===== config.mk =====
export PLATFORM = sky130hd
export DESIGN_NAME = mux_sel_scheduler_flat
export DESIGN_NICKNAME = d
export VERILOG_FILES = /design/src/rtl/mux_sel_scheduler_pkg.sv /design/src/rtl/mux_sel_scheduler_if.sv /design/src/rtl/mux_sel_scheduler_rr_pick10.sv /design/src/rtl/mux_sel_scheduler.sv /design/src/flat_wrapper.sv
export SDC_FILE = /design/constraint.sdc
export NUM_CORES = 1
export LEC_CHECK = 0
export BUFFER_PORTS_ARGS = -buffer_cell sky130_fd_sc_hd__clkbuf_2
export CORE_ASPECT_RATIO = 0.8
export CORE_MARGIN = 8
export CORE_UTILIZATION = 45
export CTS_CLUSTER_SIZE = 20
export DETAILED_ROUTE_END_ITERATION = 7
export GPL_TIMING_DRIVEN = 0
export PLACE_DENSITY = 0.74
export SETUP_SLACK_MARGIN = 0.05
export SYNTH_ARGS = -nofsm -noshare
export SYNTH_HDL_FRONTEND = slang
export SYNTH_SLANG_ARGS = --single-unit

===== constraint.sdc =====
create_clock -name clk -period 4.9 [get_ports clk]
set_clock_uncertainty 0.05 [all_clocks]
set_input_delay 0.735 -clock clk [delete_from_list [all_inputs] [get_ports clk]]
set_output_delay 0.735 -clock clk [all_outputs]
set_load 0.02 [all_outputs]

===== src/rtl/mux_sel_scheduler_pkg.sv =====
// Shared constants, FSM state type and round-robin pointer helper for the
// 10-way block-mux select scheduler.
package mux_sched_pkg;

  localparam int NUM_SRC = 10;
  localparam int SEL_W   = 4;

  typedef enum logic {
    IDLE,
    BURST
  } state_t;

  // Pointer following the source that just finished; wraps 9 -> 0.
  function automatic logic [SEL_W-1:0] next_ptr(input logic [SEL_W-1:0] sel);
    return (sel == SEL_W'(NUM_SRC - 1)) ? '0 : sel + 1'b1;
  endfunction

endpackage


===== src/rtl/mux_sel_scheduler_if.sv =====
// Request/select bundle between the sources, the scheduler and the
// downstream consumer of block_out.
interface mux_sel_scheduler_if;
  import mux_sched_pkg::*;

  logic [NUM_SRC-1:0] req;
  logic               out_ready;
  logic [SEL_W-1:0]   sel;
  logic               sel_valid;
  logic [NUM_SRC-1:0] grant;
  logic               burst_done;

  modport master (
    input  req,
    input  out_ready,
    output sel,
    output sel_valid,
    output grant,
    output burst_done
  );

  modport slave (
    output req,
    output out_ready,
    input  sel,
    input  sel_valid,
    input  grant,
    input  burst_done
  );

endinterface


===== src/rtl/mux_sel_scheduler_rr_pick10.sv =====
// Combinational round-robin pick among 10 requesters, starting at ptr.
// Duplicating req and masking below ptr turns the wrap into a plain priority encode.
module rr_pick10
  import mux_sched_pkg::*;
(
  input  logic [NUM_SRC-1:0] req,
  input  logic [SEL_W-1:0]   ptr,
  output logic               found,
  output logic [SEL_W-1:0]   idx
);

  localparam int unsigned DW = 2 * NUM_SRC;

  logic [DW-1:0] dbl;
  logic [DW-1:0] masked;

  always_comb begin
    dbl    = {req, req};
    masked = dbl & ~(({{(DW-1){1'b0}}, 1'b1} << ptr) - {{(DW-1){1'b0}}, 1'b1});
    found  = 1'b0;
    idx    = '0;
    for (int unsigned i = 0; i < DW; i++) begin
      if (masked[i] && !found) begin
        found = 1'b1;
        idx   = (i >= NUM_SRC) ? SEL_W'(i - NUM_SRC) : SEL_W'(i);
      end
    end
  end

endmodule


===== src/rtl/mux_sel_scheduler.sv =====
// Burst round-robin scheduler producing the registered select for the
// 10-way, 8-bit block multiplexer, with valid/ready toward the consumer.
module mux_sel_scheduler #(
  parameter int NUM_SRC   = 10,
  parameter int SEL_W     = 4,
  parameter int BURST_LEN = 4
) (
  input logic                clk,
  input logic                rst_n,
  mux_sel_scheduler_if.master bus
);
  import mux_sched_pkg::*;

  state_t             state_q, state_d;
  logic [SEL_W-1:0]   sel_q, sel_d;
  logic               valid_q, valid_d;
  logic [NUM_SRC-1:0] grant_q, grant_d;
  logic               done_q, done_d;
  logic [SEL_W-1:0]   ptr_q, ptr_d;
  logic [3:0]         cnt_q, cnt_d;

  logic               pick_found;
  logic [SEL_W-1:0]   pick_idx;
  logic               accept;
  logic               last_beat;
  logic               req_lost;

  rr_pick10 u_pick (
    .req   (bus.req),
    .ptr   (ptr_q),
    .found (pick_found),
    .idx   (pick_idx)
  );

  assign accept    = valid_q & bus.out_ready;
  assign last_beat = accept && (cnt_q == 4'(BURST_LEN - 1));
  assign req_lost  = !bus.req[sel_q];

  always_comb begin
    state_d = state_q;
    sel_d   = sel_q;
    valid_d = valid_q;
    grant_d = grant_q;
    done_d  = 1'b0;
    ptr_d   = ptr_q;
    cnt_d   = cnt_q;
    case (state_q)
      IDLE: begin
        if (pick_found) begin
          sel_d   = pick_idx;
          grant_d = NUM_SRC'(1) << pick_idx;
          valid_d = 1'b1;
          cnt_d   = '0;
          state_d = BURST;
        end
      end
      BURST: begin
        // Beat-limit and request-drop ends collapse into one end with one pulse.
        if (last_beat || req_lost) begin
          ptr_d   = next_ptr(sel_q);
          cnt_d   = '0;
          done_d  = 1'b1;
          valid_d = 1'b0;
          grant_d = '0;
          state_d = IDLE;
        end else if (accept) begin
          cnt_d = cnt_q + 4'd1;
        end
      end
      default: state_d = IDLE;
    endcase
  end

  always_ff @(posedge clk or negedge rst_n) begin
    if (!rst_n) begin
      state_q <= IDLE;
      sel_q   <= '0;
      valid_q <= 1'b0;
      grant_q <= '0;
      done_q  <= 1'b0;
      ptr_q   <= '0;
      cnt_q   <= '0;
    end else begin
      state_q <= state_d;
      sel_q   <= sel_d;
      valid_q <= valid_d;
      grant_q <= grant_d;
      done_q  <= done_d;
      ptr_q   <= ptr_d;
      cnt_q   <= cnt_d;
    end
  end

  assign bus.sel        = sel_q;
  assign bus.sel_valid  = valid_q;
  assign bus.grant      = grant_q;
  assign bus.burst_done = done_q;

  sel_in_range: assert property (@(posedge clk) disable iff (!rst_n)
    sel_q < SEL_W'(NUM_SRC));

endmodule


===== src/flat_wrapper.sv =====
// flat-port wrapper written by rule: the top's interface ports become plain ports
module mux_sel_scheduler_flat import mux_sched_pkg::*;
#(
  parameter int NUM_SRC   = 10,
  parameter int SEL_W     = 4,
  parameter int BURST_LEN = 4
)
  (clk, rst_n, bus_req, bus_out_ready, bus_sel, bus_sel_valid, bus_grant, bus_burst_done);
  mux_sel_scheduler_if bus_i ();
  input logic clk;
  input logic rst_n;
  input wire logic [$bits(bus_i.req)-1:0] bus_req;
  input wire logic [$bits(bus_i.out_ready)-1:0] bus_out_ready;
  output wire logic [$bits(bus_i.sel)-1:0] bus_sel;
  output wire logic [$bits(bus_i.sel_valid)-1:0] bus_sel_valid;
  output wire logic [$bits(bus_i.grant)-1:0] bus_grant;
  output wire logic [$bits(bus_i.burst_done)-1:0] bus_burst_done;
  assign bus_i.req = bus_req;
  assign bus_i.out_ready = bus_out_ready;
  assign bus_sel = bus_i.sel;
  assign bus_sel_valid = bus_i.sel_valid;
  assign bus_grant = bus_i.grant;
  assign bus_burst_done = bus_i.burst_done;
  mux_sel_scheduler #(.NUM_SRC(NUM_SRC), .SEL_W(SEL_W), .BURST_LEN(BURST_LEN)) u_core (.clk(clk), .rst_n(rst_n), .bus(bus_i));
endmodule

# Word level (Yosys, flattened, before mapping)
# Cells that the tools add are included.
[word_totals]
ff_bits = 25
input_bits = 13
output_inout_bits = 16
word_cells = 124
[classes]
add_sub_neg = 3
n_lt_le_gt_ge = 1
n_eq_ne = 5
shift = 2
muxes = 57
bitwise = 4
reduce_logical = 45
[op_table]
columns = ["op", "n"]
rows = [
  ["two-way mux 4 bit", 22],
  ["two-way mux 1 bit", 28],
  ["bitwise AND 20 bit", 1],
  ["logical AND 1 bit", 20],
  ["logical NOT 1 bit", 20],
  ["two-way mux 10 bit", 2],
  ["inverter 20 bit", 1],
  ["one-hot mux 10 bit (2 select lines)", 1],
  ["<< shifter 1 x 4 -> 20 bit (first input constant)", 1],
  ["subtractor 20 x 1 -> 20 bit (second input constant)", 1],
  ["<< shifter 1 x 4 -> 10 bit (first input constant)", 1],
  ["adder 4 x 1 -> 4 bit (second input constant)", 2],
  ["one-hot mux 4 bit (2 select lines)", 1],
  ["AND reduction 2 bit", 4],
  ["< comparator 4 x 5 -> 1 bit (second input constant)", 1],
  ["binary-select mux 1 bit (select 4 bit)", 1],
  ["equality test 4 x 2 -> 1 bit (second input constant)", 1],
  ["equality test 4 bit (second input constant)", 1],
  ["one-hot mux 1 bit (2 select lines)", 2],
  ["inequality test 3 bit (second input constant)", 1],
  ["inequality test 2 x 1 -> 1 bit (second input constant)", 1],
  ["inequality test 2 bit (second input constant)", 1],
  ["bitwise AND 1 bit", 1],
  ["logical OR 1 bit", 1],
  ["inverter 1 bit", 1],
]

# Logic depth before layout (Yosys ltp)
# Gate-level depths: netlist (run 1).
[logic_depth]
ltp_word = 65
depth_mapped = 14
mapped_depth_nobuf = 10

# Cells and area by module
# Synthesis (run 1) repeated with hierarchy kept, for this count alone.
[unflattened]
hier_cells = 224
area_unflattened_um2 = 1918.1
[by_module_without_submodules]
columns = ["mod", "n_inst", "cells_each", "area_per_inst_um2", "seq_area_each_um2"]
rows = [
  ["mux_sel_scheduler", 1, 127, 1292.5, 625.6],
  ["rr_pick10", 1, 97, 625.6, 0.0],
]

# Worst setup path before layout (run 1)
# OpenSTA, ideal clock, no wires.
[synth_timing]
kind = "register to register"
from = "reg u_core.ptr_q[2]"
to = "reg u_core.grant_q[3], in the netlist u_core.bus.grant[3]"
setup_ns = 0.110
arrival_time_ns = 3.260
setup_slack_ns = 1.479
path_stages_with_launch = 14
path_buffers = 3
period_less_slack_ns = 3.421
cell_sequence = "dfrtp_1 buf_4 buf_2 nor3_1 nand2_1 ha_1 or4b_1 a21oi_2 o22ai_2 or3b_1 or2_1 buf_6 o221a_4 o41ai_1"
[synth_via]
elab_chain_cells = 65
word_cells_on_any_way = 86
classes_between = "add/sub (1); eq/ne (1); shift (2); mux (41); bitwise (2); reduce/logical (39)"
[synth_lines]
columns = ["element", "line", "source"]
rows = [
  ["from (decl)", "mux_sel_scheduler.sv:19", "logic [SEL_W-1:0] ptr_q, ptr_d;"],
  ["from (signal assigned)", "mux_sel_scheduler.sv:89", "ptr_q <= ptr_d;"],
  ["<< shifter 1 x 4 -> 20 bit (*)", "mux_sel_scheduler_rr_pick10.sv:19", "masked = dbl & ~(({{(DW-1){1'b0}}, 1'b1} << ptr) - {{(DW-1){1'b0}}, 1'b1});"],
  ["subtractor 20 x 1 -> 20 bit (*)", "mux_sel_scheduler_rr_pick10.sv:19", ""],
  ["inverter 20 bit (*)", "mux_sel_scheduler_rr_pick10.sv:19", ""],
  ["bitwise AND 20 bit (*)", "mux_sel_scheduler_rr_pick10.sv:19", ""],
  ["two-way mux 1 bit", "mux_sel_scheduler_rr_pick10.sv:23", "if (masked[i] && !found) begin"],
  ["logical NOT 1 bit", "mux_sel_scheduler_rr_pick10.sv:23", ""],
  ["logical AND 1 bit", "mux_sel_scheduler_rr_pick10.sv:23", ""],
  ["two-way mux 1 bit", "mux_sel_scheduler_rr_pick10.sv:23", ""],
  ["[... 49 more ...]", "-", ""],
  ["logical AND 1 bit", "mux_sel_scheduler_rr_pick10.sv:23", ""],
  ["two-way mux 1 bit", "mux_sel_scheduler_rr_pick10.sv:23", ""],
  ["logical NOT 1 bit", "mux_sel_scheduler_rr_pick10.sv:23", ""],
  ["logical AND 1 bit", "mux_sel_scheduler_rr_pick10.sv:23", ""],
  ["two-way mux 4 bit", "mux_sel_scheduler_rr_pick10.sv:23", ""],
  ["<< shifter 1 x 4 -> 10 bit", "mux_sel_scheduler.sv:51", "grant_d = NUM_SRC'(1) << pick_idx;"],
  ["two-way mux 10 bit", "mux_sel_scheduler.sv:49", "if (pick_found) begin"],
  ["one-hot mux 10 bit (2 select lines)", "mux_sel_scheduler.sv:47", "case (state_q)"],
  ["to (signal assigned)", "mux_sel_scheduler.sv:87", "grant_q <= grant_d;"],
  ["to (decl)", "mux_sel_scheduler.sv:17", "logic [NUM_SRC-1:0] grant_q, grant_d;"],
]
# Every way passes the cells marked *; elsewhere a longest branch is shown, timed or not. The select of a mux whose other input is x is not followed.
# A chain may end at the register's enable or synchronous reset.

# Worst setup path after layout (run 1)
[layout_timing]
from = "reg u_core.ptr_q[2]"
to = "reg u_core.grant_q[4], in the netlist u_core.bus.grant[4]"
# Same word-level chain as after synthesis.

==> results of run 1 <==
==> power by group <==
| group | switching [uW] | internal (uW) | leakage, uW | total, uW |
|---|---|---|---|---|
| logic | 672 | 390 | 0.000578 | 1060 |
| clock network | 76.2 | 59.8 | 0.0000261 | 136 |
| registers | 53.9 | 277 | 0.000326 | 331 |
==> synthesized netlist by cell type, drive strengths merged, types with 4 or more instances <==
cell	number	area share, %
o21a	5	2.0
clkbuf	4	0.79
nor2b	6	2.0
o41ai	9	4.1
o22ai	4	1.6
nand3	5	1.3
nand2	39	7.7
nor2	9	1.8
and2	4	1.3
or2	6	2.0
buf	8	2.9
o21ai	16	4.2
inv	8	1.6
a21oi	14	3.9
nand2b	6	2.0
or3b	4	1.8
nor3	5	1.3
dfrtp	25	33
o31ai	5	2.7
==> layer usage <==
| layer | vias to the layer above | global-route usage [%] | share of wire, % |
|---|---|---|---|
| li1 | 910 | - | - |
| met1 | 881 | 22.1 | 48 |
| met2 | 44 | 25.2 | 46 |
| met3 | 4 | 3.42 | 5.3 |
| met4 | 0 | 3.55 | 0.94 |
| met5 | - | 0 | 0 |
==> final cells by class <==
type	count	area, sq um
sequential	25	626
buffer	12	71.3
inverter	8	30.0
timing repair buffer	28	140
clock inverter	1	8.76
fill	412	1950
multi-input combinational	181	1180
clock buffer	3	41.3
tap	57	71.3
==> worst max-delay path: cells and delay by family, from the launching register on <==
kind                       cells  cell delay [ps]
adders and majority gates      1              280
AOI/OAI and AO/OA              4             1320
and+or+nand+nor                5              870
buffers and inverters          4              950
DFF                            1              390
==> through the flow <==
| stage | setup slack, ps | cell area, sq um |
|---|---|---|
| 2_1_floorplan | 1480 | 1910 |
| 3_3_place_gp | 1020 | 2120 |
| 3_5_place_dp | 984 | 2120 |
| 4_1_cts | 940 | 2170 |
| 5_1_grt | 554 | 2170 |
| 6_report | 919 | 2170 |
==> state kept, by name, indices dropped and copies added (netlist names) <==
register / flops
u_core.bus.grant: 10
u_core.ptr_q: 4
u_core.cnt_q: 4
u_core.bus.sel_valid: 1
u_core.bus.burst_done: 1
u_core.state_q: 1
u_core.bus.sel: 4
==> layout by cell type (no fill, tap or decap), drive strengths merged, types with 2 or more instances in the layout <==
master | netlist | routed
a21boi | 2 | 2
a21oi | 14 | 14
a221oi | 2 | 2
a22oi | 2 | 2
a31oi | 2 | 2
and2 | 4 | 4
buf | 8 | 8
clkbuf | 4 | 35
dfrtp | 25 | 25
ha | 2 | 2
inv | 8 | 9
mux2 | 3 | 3
mux2i | 2 | 2
mux4 | 2 | 2
nand2 | 39 | 39
nand2b | 6 | 6
nand3 | 5 | 5
nand4 | 2 | 2
nand4bb | 2 | 2
nor2 | 9 | 9
nor2b | 6 | 6
nor3 | 5 | 5
o211ai | 3 | 3
o21a | 5 | 5
o21ai | 16 | 16
o21bai | 3 | 3
o221ai | 2 | 2
o22ai | 4 | 4
o31ai | 5 | 5
o41ai | 9 | 9
or2 | 6 | 6
or3b | 4 | 4
xnor2 | 3 | 3
==> how the worst max path moves through the flow <==
stage / start / to / slack [ps] / depth (start not counted)
floorplan: u_core.ptr_q[2] / u_core.bus.grant[3] / 1480 / 13
global route: u_core.ptr_q[2] / u_core.bus.grant[0] / 550 / 13
detailed placement: u_core.ptr_q[2] / u_core.bus.grant[7] / 980 / 14
global placement: u_core.ptr_q[2] / u_core.bus.grant[5] / 1020 / 14
CTS: u_core.ptr_q[2] / u_core.bus.grant[5] / 940 / 14
finish: u_core.ptr_q[2] / u_core.bus.grant[4] / 920 / 14
==> cell families (layout without fill, tap and decap cells) <==
group | count (synthesis) | after routing | synth area share (%)
AO/OA/AOI/OAI | 75 | 75 | 28.7
XOR/XNOR | 4 | 4 | 1.83
adder cells (fa/ha/maj) | 2 | 2 | 1.31
buffers and inverters | 20 | 52 | 5.30
flip-flops | 25 | 25 | 32.7
multiplexers | 7 | 7 | 5.17
AND/OR/NAND/NOR | 93 | 93 | 24.9
==> metrics, run 1 <==
status completed; RSZ-0062 raised after global routing false; Total Wirelength about 5000 um; # DRC 0; Pwr Density 703 nW/um^2; area grow syn2layout 13.7%; root buffer cell clkbuf_8; syn_nets roughly 240; total global routing overflow 0; Post-layout nets 274; Slew Viols, Final 0; Pre-Repair DR Iteration Count 4; utilization after layout 52.7%; crit path max-delay cell type o41ai_1; Slew @ Worst Pin approximately 660 ps; worst reg2reg path endpoint u_core.bus.grant[4]; CTS max path bufs 2; core area just over 4000 sq um; Initial DRC Count ~130; routability cong. 0.886; vias in the first global route 1756; Async SR Flop Fraction 100%; TNS Setup 0 ps; Tcrit/Tclk final around 81%; setup bufs post-CTS 0; Distinct cells, synth 55; layout cells sized above 1 between 20% and 30%; Tmin final 3980 ps; clk sinks 25; critical path capture point type register; H-tree depth 1; antenna violations before repair 0; Min-Delay Path Class in -> async; PortBufs 28; CTS resizes 0; hold_ws 402 ps; Synth Area per Inst 8.46 sq um; first-pass GRT wire length approximately 8400 um; post-DR vias/cell 5.84; Final Setup Violations 0; worst skew pair latency 280 ps; largest net degree at the start of global routing 26; Max-slew headroom 55.7%; r2r startpoint u_core.ptr_q[2]; GRT Total Usage 16.1%; DP Cell Count between 300 and 400; cells after synthesis around 230; Post-synth top flop dfrtp_1; Die H 74.3 um; flops & latches, synth 25; fin cells 315; Routed Antenna Nets 0; Hold Violations, Final 0; Seq/Total Area, Yosys around 33%; Die Area approximately 6600 sq um; reg2reg setup slack 920 ps; CP cell instances buf_4, buf_2, nor3_1, nand2_1, ha_1, buf_4, or3_1, a21oi_1, nor2_1, a2111o_1, o41ai_1, clkbuf_1, nand2_1, o41ai_1; worst vdd rail ir drop 317 uV; CTS buffer count 3; number of flops mapped to enable cells by yosys 0; clock slew at reported path FFs 100 ps; Critical Path AT 4090 ps; Crit Path Category reg -> reg; WL/cell 15.9 um; maxcap violations 0; total number of yosys warnings 0; CP max FO 10; Core Rows 21; CP Launch Type register; total power draw 1530 uW; Die X a little under 90 um; Mapped Area approximately 1900 sq um; Final HPWL DP 3850 um; fmax 0.251 GHz; Post-CTS Hold Fix Bufs 0; leak pwr 0.000931 uW; vias post-DR between 1500 and 2000; cells on worst reg2reg path 14; antenna cells 0; I/O pin total 29; Worst path max stage delay 560 ps; CTS tree done; Starting Density a little under half; Critical Path RT 5010 ps
Power figures use the tool's default switching activity.
==> run 2: changes to the inputs <==
clock period = 4.1 ns   (was 4.9 ns; I/O delays follow)
==> metrics, run 2 (synthesis results as in run 1) <==
CTS resizes 0 (unchanged); commonest non-fill, non-tap cell in the layout nand2_1; Pwr Density 845 nW/um^2 (+20%); setup bufs post-CTS 0 (unchanged); leak pwr 0.000946 uW (+1.7%); Post-layout nets 274 (unchanged); CTS buffer count 3 (unchanged); clk sinks 25 (unchanged); I/O pin total 29 (unchanged); post-DR vias/cell 5.82 (-0.33%); routability cong. 0.886 (unchanged); maxcap violations 0 (unchanged); Hold Violations, Final 0 (unchanged); largest net degree at the start of global routing 26 (unchanged); Pre-Repair DR Iteration Count 4 (unchanged); Final Setup Violations 0 (unchanged); critical path capture point type register; Die H 74.3 um (unchanged); Die X 88.9 um (unchanged); Tmin final 3880 ps (-103 ps); layout cells sized above 1 24.0% (+1.9 points); Slew Viols, Final 0 (unchanged); Initial DRC Count 94 (-25%); max reg flops 10 (unchanged); Critical Path AT 4000 ps (-90 ps); CTS max path bufs 2 (unchanged); status completed; Final HPWL DP 3850 um (unchanged); crit path from u_core.ptr_q[2]; Routed Antenna Nets 0 (unchanged); worst reg2reg path endpoint u_core.bus.grant[7]; total global routing overflow 0 (unchanged); fmax 0.258 GHz (+2.6%); fill cell count 407 (-1.2%); Slew @ Worst Pin 665 ps (+0.229 ps); H-tree depth 1 (unchanged); CP Launch Type register; root buffer cell clkbuf_8; antenna cells 0 (unchanged); Crit Path Category reg -> reg; PortBufs 28 (unchanged); core area 4130 sq um (unchanged); RSZ-0062 raised after global routing true; area grow syn2layout 15.1%; commonest non-fill, non-tap cells in the layout nand2_1 (39), clkbuf_2 (29), dfrtp_1 (25), o21ai_0 (14), a21oi_1 (13); Starting Density 46.3% (unchanged); DP Worst Slack 184 ps (-800 ps); vias in the first global route 1756 (unchanged); cells on worst reg2reg path 14 (unchanged); antenna violations before repair 0 (unchanged); CP max FO 10 (unchanged); GRT Total Usage 16.1% (unchanged); clock slew at reported path FFs 100 ps (about the same); hold_ws 290 ps (-113 ps); # DRC 0 (unchanged); Final WS setup 222 ps (-697 ps); reg2reg setup slack 220 ps (-700 ps); Tcrit/Tclk final 94.6% (+13 points); first-pass GRT wire length 8400 um (unchanged); Max-slew headroom 55.7% (about the same); Min-Delay Path Class in -> async; Post-CTS Hold Fix Bufs 0 (unchanged); r2r startpoint u_core.ptr_q[2]; CTS tree done; Die Area 6600 sq um (unchanged); vias post-DR 1833 (-0.33%); fin cells 315 (unchanged); WL/cell 15.9 um (+0.34%); worst vdd rail ir drop 388 uV (+22%); DP Cell Count 311 (unchanged); Critical Path RT 4220 ps (-790 ps); Core Rows 21 (unchanged); worst skew pair latency 280 ps (about the same); Total Wirelength 5010 um (+0.34%)
## run 2: cell count changes in the layout (fill, tap and decap cells not counted)
cell / before / now
clkbuf_2: 28 / 29
a211oi_1: 1 / 0
clkbuf_1: 4 / 3
o41ai_2: 0 / 2
o41ai_1: 9 / 7
o21ai_1: 0 / 2
o31ai_1: 4 / 3
a211oi_2: 0 / 1
o21ai_0: 16 / 14
o31ai_2: 0 / 1
## run 2: layout make-up
| cell class | count | area, sq um | share of cell area, % |
|---|---|---|---|
| Buffer | 12 | 72.6 | 3.30 |
| Clock buffer | 3 | 41.3 | 1.88 |
| Clock inverter | 1 | 8.76 | 0.398 |
| Inverter | 8 | 30.0 | 1.37 |
| Multi-Input combinational cell | 181 | 1210 | 55.0 |
| Sequential cell | 25 | 626 | 28.4 |
| Tap cell | 57 | 71.3 | 3.24 |
| Timing Repair Buffer | 28 | 140 | 6.37 |
## run 2: how the worst max path moves through the flow
stage                          endpoint  slack (ps)  cells past startpoint
floorplan           u_core.bus.grant[3]         680                     13
global placement    u_core.bus.grant[5]         220                     14
detailed placement  u_core.bus.grant[7]         180                     14
CTS                 u_core.bus.grant[5]         140                     14
global route        u_core.bus.grant[7]          -5                     14
finish              u_core.bus.grant[7]         220                     14
## run 2: critical path, cell delays in order (launching register included)
cell,delay (ps)
dfrtp_1,390
buf_4,160
buf_2,180
nor3_1,260
nand2_1,90
ha_1,280
buf_4,210
or3_1,310
a21oi_1,210
nor2_1,110
a2111o_1,490
or2_1,270
buf_6,130
o221a_4,280
o41ai_1,340
## run 2: power by group
part           leakage (uW)  switching [uW]  internal [uW]
logic              0.000594             822            480
registers          0.000326            65.0            331
clock network     0.0000261            89.4           71.4
## run 2: per-stage QoR
step | power, uW | cell area [sq um] | util (%) | TNS, ps
2_1_floorplan | 1350 | 1910 | - | 0
3_3_place_gp | 1640 | 2120 | 51.5 | 0
3_5_place_dp | 1660 | 2120 | 51.5 | 0
4_1_cts | 1820 | 2170 | 52.7 | 0
5_1_grt | 2030 | 2200 | 53.3 | -6.78
6_report | 1860 | 2200 | 53.3 | 0
## run 2: layer usage
layer  track usage [%]  up-vias  wire, um
met1              22.1      868      2380
met4              3.55        0        47
li1                  -      907         -
met2              25.2       54      2290
met5                 0        -         0
met3              3.42        4       291
